[src/rtl/seg_scan_ctrl.sv]
// rtl/seg_scan_ctrl.sv - multiplexed 7-segment hex scanner with leading-zero blanking and blink
// Shadowed display data, prescaled digit scan, frame-based blink phase, registered outputs.
module seg_scan_ctrl #(
  parameter int NDIG         = 8,
  parameter int DIV          = 1000,
  parameter int BLINK_FRAMES = 32,
  parameter int ACTIVE_LOW   = 1
) (
  input  logic              clk,
  input  logic              rst,
  input  logic              load,
  input  logic [4*NDIG-1:0] data,
  input  logic [NDIG-1:0]   dp_in,
  input  logic [NDIG-1:0]   blink_en,
  input  logic              blank_lz,
  output logic [6:0]        seg,
  output logic              dp,
  output logic [NDIG-1:0]   an,
  output logic              frame_done
);

  localparam int IW = (NDIG > 1) ? $clog2(NDIG) : 1;
  localparam int PW = (DIV > 1) ? $clog2(DIV) : 1;
  localparam int FW = (BLINK_FRAMES > 1) ? $clog2(BLINK_FRAMES) : 1;

  localparam logic [IW-1:0] IDX_LAST = IW'(NDIG - 1);
  localparam logic [PW-1:0] PRE_LAST = PW'(DIV - 1);
  localparam logic [FW-1:0] FRM_LAST = FW'(BLINK_FRAMES - 1);

  logic [4*NDIG-1:0] data_sh;
  logic [NDIG-1:0]   dp_sh;
  logic [NDIG-1:0]   blink_sh;

  logic [PW-1:0] pre;
  logic [IW-1:0] idx;
  logic [FW-1:0] frm;
  logic          phase;

  logic [6:0]      seg_r, seg_n;
  logic            dp_r, dp_n;
  logic [NDIG-1:0] an_r, an_n;
  logic            frame_done_r;

  logic step, wrap;
  logic [3:0] nib;
  logic dp_sel, blink_sel, lz_sel, all_zero;

  function automatic logic [6:0] hex7(input logic [3:0] v);
    case (v)
      4'h0: hex7 = 7'h7E;
      4'h1: hex7 = 7'h30;
      4'h2: hex7 = 7'h6D;
      4'h3: hex7 = 7'h79;
      4'h4: hex7 = 7'h33;
      4'h5: hex7 = 7'h5B;
      4'h6: hex7 = 7'h5F;
      4'h7: hex7 = 7'h70;
      4'h8: hex7 = 7'h7F;
      4'h9: hex7 = 7'h7B;
      4'hA: hex7 = 7'h77;
      4'hB: hex7 = 7'h1F;
      4'hC: hex7 = 7'h4E;
      4'hD: hex7 = 7'h3D;
      4'hE: hex7 = 7'h4F;
      default: hex7 = 7'h47;
    endcase
  endfunction

  assign step = (pre == PRE_LAST);
  assign wrap = step && (idx == IDX_LAST);

  // Walk digits from the top so all_zero tracks "nibbles NDIG-1..k are zero".
  always_comb begin
    nib       = 4'd0;
    dp_sel    = 1'b0;
    blink_sel = 1'b0;
    lz_sel    = 1'b0;
    an_n      = '0;
    all_zero  = 1'b1;
    for (int k = NDIG - 1; k >= 0; k--) begin
      all_zero = all_zero & (data_sh[4*k +: 4] == 4'd0);
      if (idx == IW'(k)) begin
        nib       = data_sh[4*k +: 4];
        dp_sel    = dp_sh[k];
        blink_sel = blink_sh[k];
        lz_sel    = all_zero && (k > 0);
        an_n[k]   = 1'b1;
      end
    end
    seg_n = hex7(nib);
    dp_n  = dp_sel;
    if (blank_lz && lz_sel) begin
      seg_n = 7'd0;
    end
    if (blink_sel && phase) begin
      seg_n = 7'd0;
      dp_n  = 1'b0;
      an_n  = '0;
    end
  end

  always_ff @(posedge clk or posedge rst) begin
    if (rst) begin
      data_sh      <= '0;
      dp_sh        <= '0;
      blink_sh     <= '0;
      pre          <= '0;
      idx          <= '0;
      frm          <= '0;
      phase        <= 1'b0;
      seg_r        <= '0;
      dp_r         <= 1'b0;
      an_r         <= '0;
      frame_done_r <= 1'b0;
    end else begin
      if (load) begin
        data_sh  <= data;
        dp_sh    <= dp_in;
        blink_sh <= blink_en;
      end
      pre <= step ? '0 : pre + PW'(1);
      if (step) begin
        idx <= (idx == IDX_LAST) ? '0 : idx + IW'(1);
      end
      frame_done_r <= wrap;
      // Blink phase advances on the same edge that raises frame_done.
      if (wrap) begin
        if (frm == FRM_LAST) begin
          frm   <= '0;
          phase <= ~phase;
        end else begin
          frm <= frm + FW'(1);
        end
      end
      seg_r <= seg_n;
      dp_r  <= dp_n;
      an_r  <= an_n;
    end
  end

  assign seg        = (ACTIVE_LOW != 0) ? ~seg_r : seg_r;
  assign dp         = (ACTIVE_LOW != 0) ? ~dp_r  : dp_r;
  assign an         = (ACTIVE_LOW != 0) ? ~an_r  : an_r;
  assign frame_done = frame_done_r;

endmodule

[config.mk]
export PLATFORM = sky130hd
export DESIGN_NAME = seg_scan_ctrl
export DESIGN_NICKNAME = d
export VERILOG_FILES = /design/src/rtl/seg_scan_ctrl.sv
export SDC_FILE = /design/constraint.sdc
export NUM_CORES = 1
export LEC_CHECK = 0
export CAP_MARGIN = 20
export CORE_MARGIN = 2
export CORE_UTILIZATION = 54
export DETAILED_ROUTE_END_ITERATION = 6
export GPL_ROUTABILITY_DRIVEN = 0
export GPL_TIMING_DRIVEN = 0
export PLACE_DENSITY = 0.78
export SLEW_MARGIN = 0
export SYNTH_ARGS = -nofsm -noshare
export SYNTH_HDL_FRONTEND = slang
export SYNTH_SLANG_ARGS = --single-unit
[constraint.sdc]
create_clock -name clk -period 3.37 [get_ports clk]
set_input_delay 0.8425 -clock clk [delete_from_list [all_inputs] [get_ports clk]]
set_output_delay 0.8425 -clock clk [all_outputs]
set_load 0.02 [all_outputs]
# Yosys cells after proc, flatten, opt, wreduce, memory -nomap -nowiden
# Memories as Yosys holds them, arrays and structs flattened.
# Index checks and enable logic that the tools add are counted.
[word_totals]
output_inout_bits = 17
input_bits = 52
regBits = 84
elab_cells = 93
n_memories = 1
latchBits = 0
ram_bits = 0
romBits = 112
[classes]
mul = 0
eq_ne = 9
mux = 47
magnitude_cmp = 0
reduce_logical = 12
n_div = 0
addsub = 3
bitwise_logic = 10
n_shift = 0
[mem_list]
columns = ["name", "words", "word_bits", "read_ports", "rd_clocked_by_memory_dff", "wr", "line", "rtl"]
rows = [
  ["(name not given)", 16, 7, 1, 0, 0, "49", "case (v)"],
]
[ops]
columns = ["cell", "count"]
rows = [
  ["$mux W1", 33],
  ["$mux W4", 8],
  ["$logic_not A4 Y1", 7],
  ["$mux W7", 2],
  ["$eq A3 B3 Y1 const B", 4],
  ["$add A10 B1 Y10 const B", 1],
  ["$eq A10 B10 Y1 const B", 1],
  ["$mux W10", 1],
  ["$mux W8", 1],
  ["$not A8 Y8", 1],
  ["$not A7 Y7", 1],
  ["$and A1 B1 Y1", 6],
  ["$eq A3 B2 Y1 const B", 2],
  ["$add A5 B1 Y5 const B", 1],
  ["$eq A5 B5 Y1 const B", 1],
  ["$mux W5", 1],
  ["$add A3 B1 Y3 const B", 1],
  ["$eq A3 B1 Y1 const B", 1],
  ["$logic_and A1 B1 Y1", 3],
  ["$logic_not A3 Y1", 1],
  ["$mux W3", 1],
  ["$not A1 Y1", 2],
  ["$reduce_and A2 Y1", 1],
]

# Longest topological paths before layout
# Gate-level depths: netlist (run 1).
[logic_depth]
depth_word = 12
mapped_depth = 13
mapped_depth_nobuf = 11

# Least setup slack after synthesis (run 1)
# OpenSTA, ideal clock, no wires.
[synth_path]
path_type = "register to register"
startpoint = "reg idx[2]"
endpoint = "reg seg_r[0]"
synth_period_minus_slack_ps = 2576
path_stages_with_launch = 12
setup_ps = 94
setup_slack_ps = 794
arrival_time_ps = 2482
required_time_ps = 3276
cell_sequence = "dfrtp_1 > inv_1 > ha_1 > inv_1 > buf_2 > o21ai_1 > a41oi_1 > o221ai_1 > inv_1 > ha_1 > mux2_2 > a221oi_2"
[synth_via]
elab_chain_cells = 12
word_cells_on_any_way = 37
[synth_rtl]
columns = ["item", "line", "rtl"]
rows = [
  ["from (decl)", "35", "logic [IW-1:0] idx;"],
  ["from (signal assigned)", "123", "idx <= (idx == IDX_LAST) ? '0 : idx + IW'(1);"],
  ["$eq A3 B3 Y1", "82", "if (idx == IW'(k)) begin"],
  ["$mux W4 / $mux W1 (equally long branches) (8 in a row)", "82", ""],
  ["$mem_v2 Z16 W7 / $logic_and A1 B1 Y1 (equally long branches)", "--", ""],
  ["$mux W7", "92", "if (blank_lz && lz_sel) begin"],
  ["$mux W7 (*)", "95", "if (blink_sel && phase) begin"],
  ["via seg_n[0]", "39", "logic [6:0] seg_r, seg_n;"],
  ["to (signal assigned)", "135", "seg_r <= seg_n;"],
  ["to (decl)", "39", ""],
]
# Mark *: on every way through the listed nets, which the timed path passes. The rest lies on a longest branch.
# A chain may end at the register's enable or synchronous reset.

# Final worst setup path (run 1)
# Same ends and word-level chain as after synthesis.

==> impl_metrics.yaml, run 1 <==
power:
  p_comb_share_pct: 14.0
  pwr-share-clk_pct: 34.3
  p_sw_share_pct: 25.13
  ir_drop_mv: 0.2397
  powerDensity_nw_per_um2: 403.6
  finalPower_mw: 2.188
  p_seq_share_pct: 51.7
  power_switching_mw: 0.5499
  p_leak_nw: 2.343
  p_int_mw: 1.638
timing:
  finalCriticalPeriod_ps: 3030
  max_freq_mhz: 330.1
  tightest_slew_ps: 631.4
  report.final.slew_viol_count: 0
  finalSetupViolations: 0
  rsz0062_at_grt: "no"
  max_slew_margin_pct: 57.90
  skew_ps: 11.06
  finalHoldViolations: 0
  period_share_pct: 89.90
global_routing:
  grt_pass1_wl_um: 15930
  antenna_found_initial: 0
  grt-ovfl-total: 0
  gr-usage-met2_pct: 38.39
  grt.met1_usage_pct: 31.42
  met3_usage_pct: 3.692
  track_usage_pct: 23.32
  grt_busiest_layer: "met2"
  grt_pass1_vias: 3258
  grt_max_degree: 46
clock_network:
  worstSkewPairLatency_ps: 350
  root_buffer: "clkbuf_8"
  cts.reportedPaths.clkPinSlew_ps: 90
  cts_tree: "done"
  clock_path_buffers: 2
  h-tree-depth: 3
  cts.sinks: 84
  ctsHoldBuffers: 0
  cts_buffers: 9
route:
  dr.first_iter.drc_count: 205
  routed_wl_um: 9638
  viasPerCell: 5.658
  firstDrtPassIters: 5
  wire_per_inst_um: 16.56
  drtAntennaViolNets: 0
  drc: 0
  vias: 3293
placement:
  placed_cell_area_um2: 5204
  portBuffers: 67
  dp_hpwl_um: 7204
cells_and_area:
  seq_area_um2: 2102
  multiInputGateArea_um2: 2047
  fillCellCount: 591
  syn_to_final_growth_pct: 23.69
  final_layout_size_suffix_gt1_share_pct: 21.25
  stdcell_area_um2: 5421
  diodes: 0
  final_nets: 542
setup_path:
  crit_required_ps: 3640
  crit_path_max_incr_delay_ps: 470
  r2r_setup_slack_ps: 340
  r2r-start: "idx[2]$_DFFE_PP0N_"
  crit_path_end_kind: "flop"
  cp-start-kind: "flop"
  cp_num_buf_inv: 4
  r2r_cells: 11
  path_cells: "inv_1 > ha_1 > inv_1 > buf_2 > o21ai_1 > a41oi_1 > o221ai_2 > inv_1 > ha_1 > mux2_2 > a221oi_2"
  crit_top_cell: "inv_1"
  worstPathArrival_ps: 3300
  path_delay_family: "compound AO/OA/AOI/OAI gates"
  critPathMaxFanout: 10
  crit_type: "reg -> reg"
  reg2reg_to: "seg_r[0]$_DFF_PP0_"
  slowest_stage: "dfrtp_1"
floorplanning:
  start_util_pct: 56.14
  rows: 32
  io_pins: 69
  die_w_um: 94.09
  coreArea_um2: 7807
  die_h_um: 94.09
  fp.dieArea_um2: 8853
logic_synthesis:
  yosysWarnings: 0
  netlist_area_um2: 4383
  synthTopCellsByCount: "84 x dfrtp_1, 51 x mux2_2, 32 x inv_1, 27 x nor2_1, 25 x nand2_1"
  async_flop_share_pct: 100.0
  ys_ff_latch: 84
  synth_top_area_share_pct: 47.96
  synthTopCellsByArea: "dfrtp_1 48%, mux2_2 13%, ha_1 4.3%"
  yosysTopAreaCell: "dfrtp_1"
  synthesis.nets: 463
  yosysMostFrequentCell: "dfrtp_1"
  synth_edf_count: 0
  yosysSeqAreaShare_pct: 47.96
  synthCells: 396
  ys_types: 59
  ys.flop_type: "dfrtp_1"
  syn_area_per_cell_um2: 11.07
min_path:
  hold_path.class: "reg -> reg"
  hold_path_depth: 1
  hp-start: "pre[9]$_DFF_PP0_"
  min_delay_worst_endpoint: "pre[9]$_DFF_PP0_"
status:
  status: "complete, no violations"
job:
  drv_cap: 0
[power groups by stage]
stage          clock, mW  sequential [mW]  combinational [mW]
2_1_floorplan          0             1.13               0.186
3_3_place_gp           0             1.15               0.296
3_5_place_dp           0             1.15               0.307
4_1_cts            0.764             1.13               0.309
5_1_grt            0.806             1.14               0.336
6_report           0.751             1.13               0.306
[how the worst max path moves through the flow]
stage | startpoint | end | slack, ps | cells after the start
floorplan | rst | an_r[0]$_DFF_PP0_ | 360 | 1
global placement | rst | dp_sh[0]$_DFFE_PP0P_ | -840 | 2
detailed placement | idx[2]$_DFFE_PP0N_ | seg_r[0]$_DFF_PP0_ | 170 | 11
CTS | idx[2]$_DFFE_PP0N_ | seg_r[0]$_DFF_PP0_ | 130 | 11
global route | idx[2]$_DFFE_PP0N_ | seg_r[0]$_DFF_PP0_ | 170 | 11
finish | idx[2]$_DFFE_PP0N_ | seg_r[0]$_DFF_PP0_ | 340 | 11
[per-layer routing]
layer / routed length, um / vias up / share of wire [%]
met1: 4423 / 1613 / 46
met3: 505 / 16 / 5.2
li1: - / 1557 / -
met2: 4528 / 107 / 47
met5: 0 / - / 0
met4: 180 / 0 / 1.9
[flip-flops by register name (all words and copies together) (netlist names)]
signal	count
pre	10
idx	3
an_r	8
dp_r	1
data_sh	32
dp_sh	8
frm	5
blink_sh	8
phase	1
seg_r	7
frame_done	1
[per-stage QoR]
stage          TNS (ps)  hold slack (ps)  setup WS (ps)  instances  util [%]
6_report              0            488.5          340.2        582     69.44
3_3_place_gp     -69840            465.1         -835.1        565     66.36
5_1_grt               0            526.0          172.1        582     69.44
3_5_place_dp          0            477.3          166.7        566     66.65
2_1_floorplan         0            447.9          362.4        396         -
4_1_cts               0            491.0          126.6        582     69.36
[cell families (layout without fill, tap and decap cells)]
logic type / count (synthesis) / count (layout) / synth area share [%]
buffers and inverters: 50 / 134 / 5.481
flip-flops: 84 / 84 / 47.96
AND/OR/NAND/NOR: 118 / 118 / 14.22
multiplexers: 59 / 59 / 14.93
AO/OA/AOI/OAI: 62 / 62 / 11.53
XOR/XNOR: 8 / 8 / 1.599
adder cells (fa/ha/maj): 15 / 15 / 4.282
[final cells by class]
type | instances | area share (%)
well taps | 102 | 2.354
clock buffers | 11 | 2.793
clock inverters | 5 | 1.108
flip-flops and latches | 84 | 38.77
inverters | 32 | 2.262
plain buffers | 18 | 2.216
multi-input cells | 262 | 37.76
repair buffers | 68 | 12.74
[what timing repair did]
item,in CTS,in global routing
gates resized for setup,0,1
hold endpoints to repair,0,0
endpoints found under the setup margin,0,3
setup buffers,0,0
[cell usage in the layout, fill, tap and decap left out, drive strengths merged, types with 9 or more instances in the layout]
master,n
buf,16
ha,15
a21oi,9
o21ai,19
mux2,51
clkdlybuf4s50,67
nand3,18
nor2,27
nor2b,11
dfrtp,84
inv,32
clkbuf,14
nand2,26
Power figures use the tool's default switching activity.
==> run 2: changes to the inputs <==
--- a/config.mk
+++ b/config.mk
@@ -11,7 +11,7 @@
 export DETAILED_ROUTE_END_ITERATION = 6
 export GPL_ROUTABILITY_DRIVEN = 0
 export GPL_TIMING_DRIVEN = 0
-export PLACE_DENSITY = 0.78
+export PLACE_DENSITY = 0.8
 export SLEW_MARGIN = 0
 export SYNTH_ARGS = -nofsm -noshare
 export SYNTH_HDL_FRONTEND = slang
==> run 2 against run 1 <==
Compared with the run above: final cell count unchanged; total power rose by 1.5%; sequential share of layout area shrank 0.089 points; worst hold slack got worse by 1.3 ps; first-iteration DRC count grew 5.4%; final area is 0.23% higher; register-to-register slack about the same; clock power increased by 4.3%; clock-buffer cell count did not move.
==> impl_metrics.yaml, run 2 (synthesis gave the netlist of run 1 again) <==
min_path:
  min_delay_worst_endpoint: "pre[0]$_DFF_PP0_"
  hold_path_depth: 1
  hold_path.class: "reg -> reg"
  hp-start: "pre[0]$_DFF_PP0_"
timing:
  finalHoldViolations: 0
  report.final.slew_viol_count: 0
  finalCriticalPeriod_ps: 3041
  max_slew_margin_pct: 57.36
  tightest_slew_ps: 633.7
  max_freq_mhz: 328.8
  rsz0062_at_grt: "no"
  period_share_pct: 90.24
  finalSetupViolations: 0
  skew_ps: 7.888
floorplanning:
  coreArea_um2: 7807
  fp.dieArea_um2: 8853
  start_util_pct: 56.14
  die_h_um: 94.09
  rows: 32
  die_w_um: 94.09
  io_pins: 69
clock_network:
  cts_buffers: 9
  worstSkewPairLatency_ps: 360
  h-tree-depth: 3
  root_buffer: "clkbuf_8"
  post-cts-setup-buffer-count: 0
  ctsHoldBuffers: 0
  cts.reportedPaths.clkPinSlew_ps: 80
  clock_path_buffers: 2
  cts_tree: "done"
  cts.sinks: 84
placement:
  dp_hpwl_um: 7100
  portBuffers: 67
  placed_cell_area_um2: 5211
cells_and_area:
  final_nets: 542
  stdcell_area_um2: 5434
  diodes: 0
  final_core_util_pct: 69.60
  layout_common_cells: "84 x dfrtp_1, 67 x clkdlybuf4s50_1, 51 x mux2_2"
  largest_reg_flops: 32
  final_layout_size_suffix_gt1_share_pct: 21.04
  top_regs: "data_sh: 32 flops, pre: 10 flops"
  syn_to_final_growth_pct: 23.98
  layout_commonest_cell: "dfrtp_1"
  top_register: "data_sh"
route:
  drc: 0
  wire_per_inst_um: 16.15
  dr.first_iter.drc_count: 216
  routed_wl_um: 9400
  viasPerCell: 5.600
  vias: 3259
  drtAntennaViolNets: 0
  firstDrtPassIters: 4
global_routing:
  grt-ovfl-total: 0
  antenna_found_initial: 0
  grt_pass1_vias: 3286
  grt_max_degree: 73
  grt_pass1_wl_um: 15750
  track_usage_pct: 23.21
setup_path:
  critPathLaunch: "idx[2]$_DFFE_PP0N_"
  r2r_cells: 11
  crit_type: "reg -> reg"
  r2r-start: "idx[2]$_DFFE_PP0N_"
  worstPathArrival_ps: 3310
  r2r_setup_slack_ps: 330
  cp-start-kind: "flop"
  crit_path_end_kind: "flop"
  crit_required_ps: 3640
  reg2reg_to: "seg_r[0]$_DFF_PP0_"
  critPathMaxFanout: 10
power:
  powerDensity_nw_per_um2: 408.9
  p_leak_nw: 2.354
  ir_drop_mv: 0.2467
status:
  status: "complete, no violations"
job:
  drv_cap: 0
==> run 2: worst max-delay path, stage by stage (launching register included) <==
cell      delay [ps]
dfrtp_1          470
inv_1            270
ha_1             350
inv_1            120
buf_2            200
o21ai_1          160
a41oi_1          100
o221ai_2         370
inv_1            130
ha_1             270
mux2_2           290
a221oi_2         220
==> run 2: layout make-up <==
| cell class | count | area, um2 |
|---|---|---|
| Timing Repair Buffer | 68 | 698.2 |
| Multi-Input combinational cell | 262 | 2047 |
| Fill cell | 587 | 2374 |
| Inverter | 32 | 122.6 |
| Clock buffer | 11 | 141.4 |
| Clock inverter | 5 | 75.07 |
| Buffer | 18 | 120.1 |
| Sequential cell | 84 | 2102 |
| Tap cell | 102 | 127.6 |
==> run 2: per-layer routing <==
layer / global-route usage (%) / wire length [um]
met1: 31.90 / 4268
met3: 3.933 / 537
met4: 10.39 / 233
met5: 0 / 0
met2: 36.25 / 4360
==> run 2: per-stage QoR <==
step | std cells | total power [mW] | setup WS (ps) | setup TNS (ps) | hold slack, ps
after global routing | 582 | 2.314 | 94.32 | 0 | 524.6
after global placement | 565 | 1.443 | -848.5 | -70820 | 465.8
after CTS | 582 | 2.234 | 120.2 | 0 | 487.4
final | 582 | 2.222 | 328.8 | 0 | 487.2
after floorplan | 396 | 1.316 | 362.4 | 0 | 447.9
after detailed placement | 566 | 1.459 | 167.5 | 0 | 476.0
==> run 2: timing repair <==
action,4_1_cts,5_1_grt
gates resized for setup,0,1
setup endpoints to repair,0,4
endpoints found under the hold margin,0,0
==> run 2: how the worst max path moves through the flow <==
stage / end / slack, ps
floorplan: an_r[0]$_DFF_PP0_ / 360
global route: seg_r[0]$_DFF_PP0_ / 90
detailed placement: seg_r[0]$_DFF_PP0_ / 170
CTS: seg_r[0]$_DFF_PP0_ / 120
global placement: dp_sh[1]$_DFFE_PP0P_ / -850
finish: seg_r[0]$_DFF_PP0_ / 330
==> run 2: where the power goes <==
group          switching [mW]  total (mW)  leakage (nW)  internal [mW]
logic                   0.133       0.308          1.22          0.175
clock network           0.349       0.783         0.113          0.434
registers              0.0515        1.13          1.02           1.08
==> run 3: changes to the inputs <==
--- a/config.mk
+++ b/config.mk
@@ -5,13 +5,14 @@
 export SDC_FILE = /design/constraint.sdc
 export NUM_CORES = 1
 export LEC_CHECK = 0
-export CAP_MARGIN = 20
+export CAP_MARGIN = 0
 export CORE_MARGIN = 2
 export CORE_UTILIZATION = 54
 export DETAILED_ROUTE_END_ITERATION = 6
 export GPL_ROUTABILITY_DRIVEN = 0
 export GPL_TIMING_DRIVEN = 0
 export PLACE_DENSITY = 0.8
+export RECOVER_POWER = 25
 export SLEW_MARGIN = 0
 export SYNTH_ARGS = -nofsm -noshare
 export SYNTH_HDL_FRONTEND = slang
==> run 3 against run 2 <==
Compared with the run above: the flow now finishes with violations (capacitance limit, slew limit); die area did not move; sequential power is essentially flat; global-route usage is the same; worst setup slack better by 19 ps; sequential share of layout area increased by 0.17 points; first-iteration DRC count is 13% lower; clock skew is essentially flat; critical path depth is the same; flip-flop and latch count unchanged; register-to-register slack better by 20 ps; non-clock buffer count stayed put; total power decreased by 0.25%; highest routed layer unchanged.
==> impl_metrics.yaml, run 3 (synthesis gave the netlist of run 1 again) <==
cells_and_area:
  layout_common_cells: "84 x dfrtp_1, 66 x clkdlybuf4s50_1, 51 x mux2_2"
  fillCellCount: 591
  stdcell_area_um2: 5410
  final_nets: 542
  instances_no_fill: 582
  top_regs: "data_sh: 32 flops, pre: 10 flops"
  layout_commonest_cell: "dfrtp_1"
  diodes: 0
  syn_to_final_growth_pct: 23.44
  largest_reg_flops: 32
  final_layout_size_suffix_gt1_share_pct: 21.04
  top_register: "data_sh"
timing:
  finalSetupViolations: 0
  final.setup.tns_ps: 0
  finalCriticalPeriod_ps: 3022
  period_share_pct: 89.67
  skew_ps: 7.480
  tightest_slew_ps: 1503
  max_freq_mhz: 330.9
  rsz0062_at_grt: "no"
  report.final.slew_viol_count: 72
  fin_ws_ps: 348.2
  max_slew_margin_pct: -0.1894
  finalHoldViolations: 0
floorplanning:
  die_w_um: 94.09
  start_util_pct: 56.14
  rows: 32
  coreArea_um2: 7807
  fp.dieArea_um2: 8853
  die_h_um: 94.09
  io_pins: 69
power:
  finalPower_mw: 2.216
  pwr-share-clk_pct: 35.3
  p_sw_share_pct: 23.93
  ir_drop_mv: 0.2535
  p_seq_share_pct: 51.1
  p_int_mw: 1.686
  p_comb_share_pct: 13.7
  power_switching_mw: 0.5304
  powerDensity_nw_per_um2: 409.7
  p_leak_nw: 2.341
setup_path:
  crit_path_end_kind: "flop"
  r2r_cells: 11
  crit_required_ps: 3640
  crit_type: "reg -> reg"
  worstPathArrival_ps: 3290
  crit_path_max_incr_delay_ps: 470
  cp-start-kind: "flop"
  path_cells: "inv_1 > ha_1 > inv_1 > buf_2 > o21ai_1 > a41oi_1 > o221ai_2 > inv_1 > ha_1 > mux2_2 > a221oi_2"
  critPathMaxFanout: 10
  slowest_stage: "dfrtp_1"
  crit_top_cell: "inv_1"
route:
  vias: 3262
  drc: 0
  routed_wl_um: 9415
  dr.first_iter.drc_count: 188
  met3WireLength_um: 556
  drtAntennaViolNets: 0
  firstDrtPassIters: 4
  viasPerCell: 5.605
  wire_per_inst_um: 16.18
  wl_met1_um: 4205
  route.met2.wl_um: 4415
  highest_layer: "met4"
clock_network:
  cts_buffers: 9
  cts_tree: "done"
  h-tree-depth: 3
  root_buffer: "clkbuf_8"
  clock_path_buffers: 2
  worstSkewPairLatency_ps: 360
  cts.reportedPaths.clkPinSlew_ps: 80
  cts.sinks: 84
  post-cts-setup-buffer-count: 0
placement:
  place_ws_ps: 167.5
  placed_cells: 566
  portBuffers: 67
  dp_hpwl_um: 7100
  placed_cell_area_um2: 5211
status:
  violations: "capacitance limit, slew limit"
  status: "complete, but fails checks"
global_routing:
  track_usage_pct: 23.21
  grt_pass1_vias: 3286
  grt-ovfl-total: 0
  antenna_found_initial: 0
  grt_pass1_wl_um: 15750
  grt_max_degree: 73
job:
  drv_cap: 1
min_path:
  hold_path.class: "reg -> reg"
  hold_path_depth: 1
## run 3: worst paths after layout
path                                         start  slack, ps                     end
max in group asynchronous                      rst        600  data_sh[8]$_DFFE_PP0P_
min in group asynchronous                      rst        940    frame_done$_DFF_PP0_
worst min-delay path              pre[0]$_DFF_PP0_        490        pre[0]$_DFF_PP0_
worst max-delay path            idx[2]$_DFFE_PP0N_        350      seg_r[0]$_DFF_PP0_
worst max register to register  idx[2]$_DFFE_PP0N_        350      seg_r[0]$_DFF_PP0_
worst min register to register    pre[0]$_DFF_PP0_        490        pre[0]$_DFF_PP0_
## run 3: area by class of cell
class	count	area, um2	share of cell area (%)
flip-flops and latches	84	2102	38.85
multi-input cells	262	2047	37.84
clock inverters	5	75.07	1.388
plain buffers	18	120.1	2.220
well taps	102	127.6	2.359
repair buffers	68	675.6	12.49
inverters	32	121.4	2.243
clock buffers	11	141.4	2.613
## run 3: power groups by stage
| stage | Sequential (mW) | Combinational (mW) | Clock, mW |
|---|---|---|---|
| floorplan | 1.13 | 0.186 | 0 |
| global placement | 1.15 | 0.296 | 0 |
| detailed placement | 1.15 | 0.308 | 0 |
| CTS | 1.13 | 0.310 | 0.792 |
| global route | 1.14 | 0.333 | 0.837 |
| finish | 1.13 | 0.303 | 0.782 |
## run 3: per-stage QoR
| step | utilization [%] | hold slack (ps) |
|---|---|---|
| 5_1_grt | 69.29 | 524.6 |
| 6_report | 69.29 | 487.2 |
| 4_1_cts | 69.52 | 487.4 |
| 2_1_floorplan | - | 447.9 |
| 3_5_place_dp | 66.75 | 476.0 |
| 3_3_place_gp | 66.36 | 465.8 |
## run 3: timing repair
action | CTS | global route
endpoints found under the setup margin | 0 | 4
resized for setup | 0 | 1
hold buffers | 0 | 0
## run 3: worst max-delay path: cells and delay by family, from the launching register on
kind	cells	cell delay, ps
flops	1	470
buf+inv	4	710
mux	1	290
fa+ha+maj	2	620
compound gates	4	850
## run 3: layer usage
| layer | track usage [%] | vias to the layer above |
|---|---|---|
| met5 | 0 | - |
| met2 | 36.25 | 99 |
| met4 | 10.39 | 0 |
| met3 | 3.933 | 22 |
| met1 | 31.90 | 1586 |
| li1 | - | 1555 |
